### src/rtl/note_scheduler.sv
// Polyphonic voice scheduler: scans the 12 debounced keys round-robin, turns
// level changes into press/release events, and maps held notes onto
// NUM_VOICES voice slots, stealing the oldest slot when all are busy.
module note_scheduler #(
    parameter int unsigned NUM_VOICES = 4,
    parameter int unsigned AGE_W      = $clog2(NUM_VOICES)
) (
    input  logic                    clk,
    input  logic                    n_rst,
    input  logic [11:0]             keys,
    output logic [4*NUM_VOICES-1:0] voice_note,
    output logic [NUM_VOICES-1:0]   voice_active,
    output logic [NUM_VOICES-1:0]   voice_trig,
    output logic [3:0]              scan_idx
);

    localparam int unsigned SLOT_W = $clog2(NUM_VOICES);
    localparam logic [AGE_W-1:0] AGE_MAX = AGE_W'(NUM_VOICES - 1);
    localparam logic [3:0] LAST_KEY = 4'd11;

    logic [11:0]            key_prev;
    logic [AGE_W-1:0]       age [NUM_VOICES];

    logic [3:0]             scan_idx_d;
    logic [11:0]            key_prev_d;
    logic [4*NUM_VOICES-1:0] voice_note_d;
    logic [NUM_VOICES-1:0]  voice_active_d;
    logic [NUM_VOICES-1:0]  voice_trig_d;
    logic [AGE_W-1:0]       age_d [NUM_VOICES];

    logic                   cur_key;
    logic                   prev_key;
    logic                   press;
    logic                   release_ev;

    logic                   free_found;
    logic [SLOT_W-1:0]      free_slot;
    logic [SLOT_W-1:0]      old_slot;
    logic [AGE_W-1:0]       old_age;
    logic [SLOT_W-1:0]      alloc_slot;

    // Event detection for the key under the scan pointer.
    always_comb begin
        cur_key    = keys[scan_idx];
        prev_key   = key_prev[scan_idx];
        press      = cur_key & ~prev_key;
        release_ev = ~cur_key & prev_key;
    end

    // Scan pointer wraps 11 -> 0; only the scanned key's history bit is refreshed.
    always_comb begin
        scan_idx_d           = (scan_idx == LAST_KEY) ? 4'd0 : scan_idx + 4'd1;
        key_prev_d           = key_prev;
        key_prev_d[scan_idx] = cur_key;
    end

    // Lowest-index inactive slot; descending walk so the lowest match wins.
    always_comb begin
        free_found = 1'b0;
        free_slot  = '0;
        for (int v = NUM_VOICES - 1; v >= 0; v--) begin
            if (!voice_active[v]) begin
                free_found = 1'b1;
                free_slot  = SLOT_W'(v);
            end
        end
    end

    // Oldest slot; strict compare keeps the lowest index on equal age.
    // Only consulted when every slot is active, so no active mask is needed.
    always_comb begin
        old_slot = '0;
        old_age  = age[0];
        for (int v = 1; v < NUM_VOICES; v++) begin
            if (age[v] > old_age) begin
                old_slot = SLOT_W'(v);
                old_age  = age[v];
            end
        end
        alloc_slot = free_found ? free_slot : old_slot;
    end

    // Next slot state: allocate on press, free matching slots on release.
    always_comb begin
        voice_note_d   = voice_note;
        voice_active_d = voice_active;
        voice_trig_d   = '0;
        for (int v = 0; v < NUM_VOICES; v++) begin
            age_d[v] = age[v];
        end

        if (press) begin
            for (int v = 0; v < NUM_VOICES; v++) begin
                if (SLOT_W'(v) == alloc_slot) begin
                    voice_note_d[4*v +: 4] = scan_idx;
                    voice_active_d[v]      = 1'b1;
                    voice_trig_d[v]        = 1'b1;
                    age_d[v]               = '0;
                end else if (voice_active[v] && (age[v] != AGE_MAX)) begin
                    age_d[v] = age[v] + 1'b1;
                end
            end
        end else if (release_ev) begin
            // Note index is kept so the release tail stays on pitch.
            for (int v = 0; v < NUM_VOICES; v++) begin
                if (voice_active[v] && (voice_note[4*v +: 4] == scan_idx)) begin
                    voice_active_d[v] = 1'b0;
                    age_d[v]          = '0;
                end
            end
        end
    end

    // Scan pointer and key history registers.
    always_ff @(posedge clk or negedge n_rst) begin
        if (!n_rst) begin
            scan_idx <= '0;
            key_prev <= '0;
        end else begin
            scan_idx <= scan_idx_d;
            key_prev <= key_prev_d;
        end
    end

    // Voice slot registers, all outputs registered.
    always_ff @(posedge clk or negedge n_rst) begin
        if (!n_rst) begin
            voice_note   <= '0;
            voice_active <= '0;
            voice_trig   <= '0;
            for (int v = 0; v < NUM_VOICES; v++) begin
                age[v] <= '0;
            end
        end else begin
            voice_note   <= voice_note_d;
            voice_active <= voice_active_d;
            voice_trig   <= voice_trig_d;
            for (int v = 0; v < NUM_VOICES; v++) begin
                age[v] <= age_d[v];
            end
        end
    end

endmodule

### config.mk
export PLATFORM = sky130hd
export DESIGN_NAME = note_scheduler
export DESIGN_NICKNAME = d
export VERILOG_FILES = /design/src/rtl/note_scheduler.sv
export SDC_FILE = /design/constraint.sdc
export NUM_CORES = 1
export LEC_CHECK = 0
export ABC_AREA = 1
export BUFFER_PORTS_ARGS = -buffer_cell sky130_fd_sc_hd__buf_2
export CORE_MARGIN = 2
export CORE_UTILIZATION = 52
export DETAILED_ROUTE_END_ITERATION = 6
export PLACE_DENSITY = 0.76
export SYNTH_ARGS = -nofsm -noshare
export SYNTH_HDL_FRONTEND = slang
export SYNTH_SLANG_ARGS = --single-unit
### constraint.sdc
create_clock -name clk -period 2.76 [get_ports clk]
set_clock_uncertainty 0.05 [all_clocks]
set_input_delay 0.276 -clock clk [delete_from_list [all_inputs] [get_ports clk]]
set_output_delay 0.276 -clock clk [all_outputs]
set_load 0.005 [all_outputs]
==> impl_metrics.tcl <==
set metrics [dict create \
    outcome "finished, violations left" \
    failed_checks "negative setup slack" \
    dr.pass1.iters 5 \
    final_cell_mix "nand2_1, dfrtp_1, inv_1" \
    crit_required_ns 2.88 \
    slew_headroom_pct 29.77 \
    core_area_mm2 0.005507 \
    worstSetupEndpointType "register" \
    cts_made_buffers 5 \
    ys.flop_type "dfrtp_1" \
    synth_area_mm2 0.002950 \
    drc 0 \
    p_total_mw 2.875 \
    tightest_slew_ns 1.053 \
    ant_nets 0 \
    path_class "register to register" \
    drive_gt1_share_pct 31.98 \
    nets 474 \
    grt_overflow 0 \
    rows 27 \
    synth_edf_count 0 \
    netlist_instances 371 \
    fmax_mhz 315.6 \
    num_io_pins 42 \
    dp_slack_ns -0.2558 \
    fin_ws_ns -0.4085 \
    grt_setup_unrepaired "yes" \
    grt_max_degree 49 \
    wl_mm 7.580 \
    yosys_warnings 0 \
    finalCritPeriodShare_pct 114.8 \
    p_int_mw 1.695 \
    design_area_mm2 0.003764 \
    htree_levels 2 \
    power_leakage_nw 1.867 \
    p_per_area_mw_per_mm2 764.0 \
    final_core_util_pct 68.35 \
    syn_avg_cell_area_um2 7.952 \
    antenna_found_initial 0 \
    final_common_cell "nand2_1" \
    multi_input_area_mm2 0.001695 \
    crit_arrival_ns 3.29 \
    vias_per_cell 5.444 \
    placedInstanceArea_mm2 0.003349 \
    layoutNonFillerInstCount 516 \
    die_y_um 79.33 \
    p_clk_share_pct 18.4 \
    root_buffer "clkbuf_8" \
    r2r_setup_slack_ns -0.41 \
    dieArea_mm2 0.006292 \
    drv_cap 0 \
    die_width_um 79.33 \
    tns_ns -10.39 \
    hold_viol 0 \
    dp_cells 495 \
    clock_latency_ns 0.30 \
    num-fill-cells 420 \
    drt-initial-drc-count 149 \
    first_global_vias 2731 \
    num_vias 2809 \
    vdd_drop_max_mv 0.3393 \
    maxSlewViolCount 0 \
    cts_hold_buf 0 \
    combPwrFrac_pct 45.6 \
    place.gp.congestion 0.8387 \
    wl_per_cell_um 14.69 \
    grt_pass1_wl_mm 12.12 \
    port_buffers 41 \
    min_period_ns 3.169 \
    crit_fanout 4 \
    swShare_pct 41.05 \
    ff_latch_area_mm2 0.001201 \
    async_reset_ff_share_pct 100.0 \
    antenna_cells 0 \
    clock_sinks 48 \
    clockBufferDepth 2 \
    whs_ns 0.09678 \
    cts_tree "done" \
    worstHoldPathType "input port to asynchronous set/reset pin" \
    seq_area_frac_synth_pct 40.71 \
    clk_pin_slew_ns 0.10 \
    dpl.hpwl_mm 4.913 \
    cp-start-kind "register" \
    finalSetupViolations 32 \
    synth_nets 402 \
    start_util_pct 53.58 \
    ys_ff_latch 48 \
    yosys.cell_types.count 36 \
    syn_to_final_growth_pct 27.57 \
    switching_power_mw 1.180 \
    seqPwrFrac_pct 36.0 \
    track_usage_pct 24.46 \
]
-- critical path, cell delays in order, from the launching register on --
cell	delay (ns)
dfrtp_1	0.40
inv_2	0.09
ha_4	0.21
nor2_4	0.10
nor2_2	0.05
nor2_2	0.18
nand2_1	0.13
o21ai_2	0.10
ha_1	0.25
nand2_1	0.09
o21ai_2	0.07
nand2_1	0.06
o21ai_1	0.07
ha_1	0.30
nand2_1	0.09
nand2_2	0.10
nand2_2	0.10
nand2_2	0.07
nand2_4	0.12
nand2_4	0.08
nand2_2	0.08
nand2_4	0.06
nand2_1	0.10
o21ai_1	0.08
-- path summary, 6_finish.rpt --
check / end / depth (start not counted) / from
max reg2reg: voice_active[2]$_DFFE_PN0P_ / 23 / age[7]$_DFFE_PN0P_
max: voice_active[2]$_DFFE_PN0P_ / 23 / age[7]$_DFFE_PN0P_
max in group asynchronous: key_prev[1]$_DFFE_PN0P_ / 1 / n_rst
min reg2reg: key_prev[7]$_DFFE_PN0P_ / 2 / key_prev[7]$_DFFE_PN0P_
min: voice_note[15]$_DFFE_PN0P_ / 1 / n_rst
min in group clk: key_prev[7]$_DFFE_PN0P_ / 2 / key_prev[7]$_DFFE_PN0P_
-- cells by family (layout without fill, tap and decap cells) --
group	Yosys count	after routing	synth area share [%]
and+or+nand+nor	165	167	27.10
AOI/OAI and AO/OA	80	80	15.52
buffers and inverters	58	129	8.481
DFF	48	48	40.71
adders and majority gates	17	17	7.209
xor gates and xnor gates	2	2	0.5938
muxes	1	1	0.3817
-- area by class of cell --
class                   count  share of cell area [%]
multi-input cells         267                   45.05
clock inverters             3                   1.263
inverters                  47                   4.687
repair buffers             74                   12.87
clock buffers               5                   1.828
well taps                  72                   2.394
flip-flops and latches     48                   31.91
-- per-layer routing --
layer | wire [um] | track usage, % | share of wire, % | vias to the layer above
met4 | 174 | 8.621 | 2.3 | 0
li1 | - | - | - | 1367
met1 | 3185 | 29.89 | 42 | 1338
met5 | 0 | 0 | 0 | -
met2 | 3896 | 42.80 | 51 | 88
met3 | 324 | 4.886 | 4.3 | 16
-- cell usage after synthesis, types with 2 or more instances --
cell,count,area (um^2)
nand2_2,5,31.28
nand3_1,18,90.09
inv_1,45,168.9
ha_1,17,212.7
a21oi_1,14,70.07
nand2_4,3,33.78
or2_2,3,18.77
and3_1,2,12.51
o211ai_1,3,22.52
nand4_1,4,25.02
o21ai_1,8,40.04
nand3_2,3,30.03
nor2_8,2,40.04
o22ai_1,6,37.54
nor2_1,31,116.4
xnor2_1,2,17.52
inv_2,2,7.510
buf_4,3,22.52
a21oi_2,4,35.03
o21ai_0,40,200.2
dfrtp_1,48,1201
buf_2,5,25.02
buf_6,2,22.52
nand2_1,89,334.1
-- state kept, by name (all words and copies together) (netlist names) --
name,cells
voice_note,16
voice_trig,4
key_prev,12
voice_active,4
age,8
scan_idx,4
-- what timing repair did --
item	in CTS	in global routing
setup endpoints to repair	32	32
gates cloned	1	1
buffers inserted	5	6
pin swaps	15	27
resized for setup	16	37
-- power by group through the flow --
stage	combinational, mW	clock [mW]	sequential [mW]
2_1_floorplan	0.642	0	1.03
3_3_place_gp	0.947	0	1.04
3_5_place_dp	0.987	0	1.05
4_1_cts	1.11	0.538	1.03
5_1_grt	1.45	0.565	1.06
6_report	1.31	0.529	1.04
(Power assumes the default switching activity.)
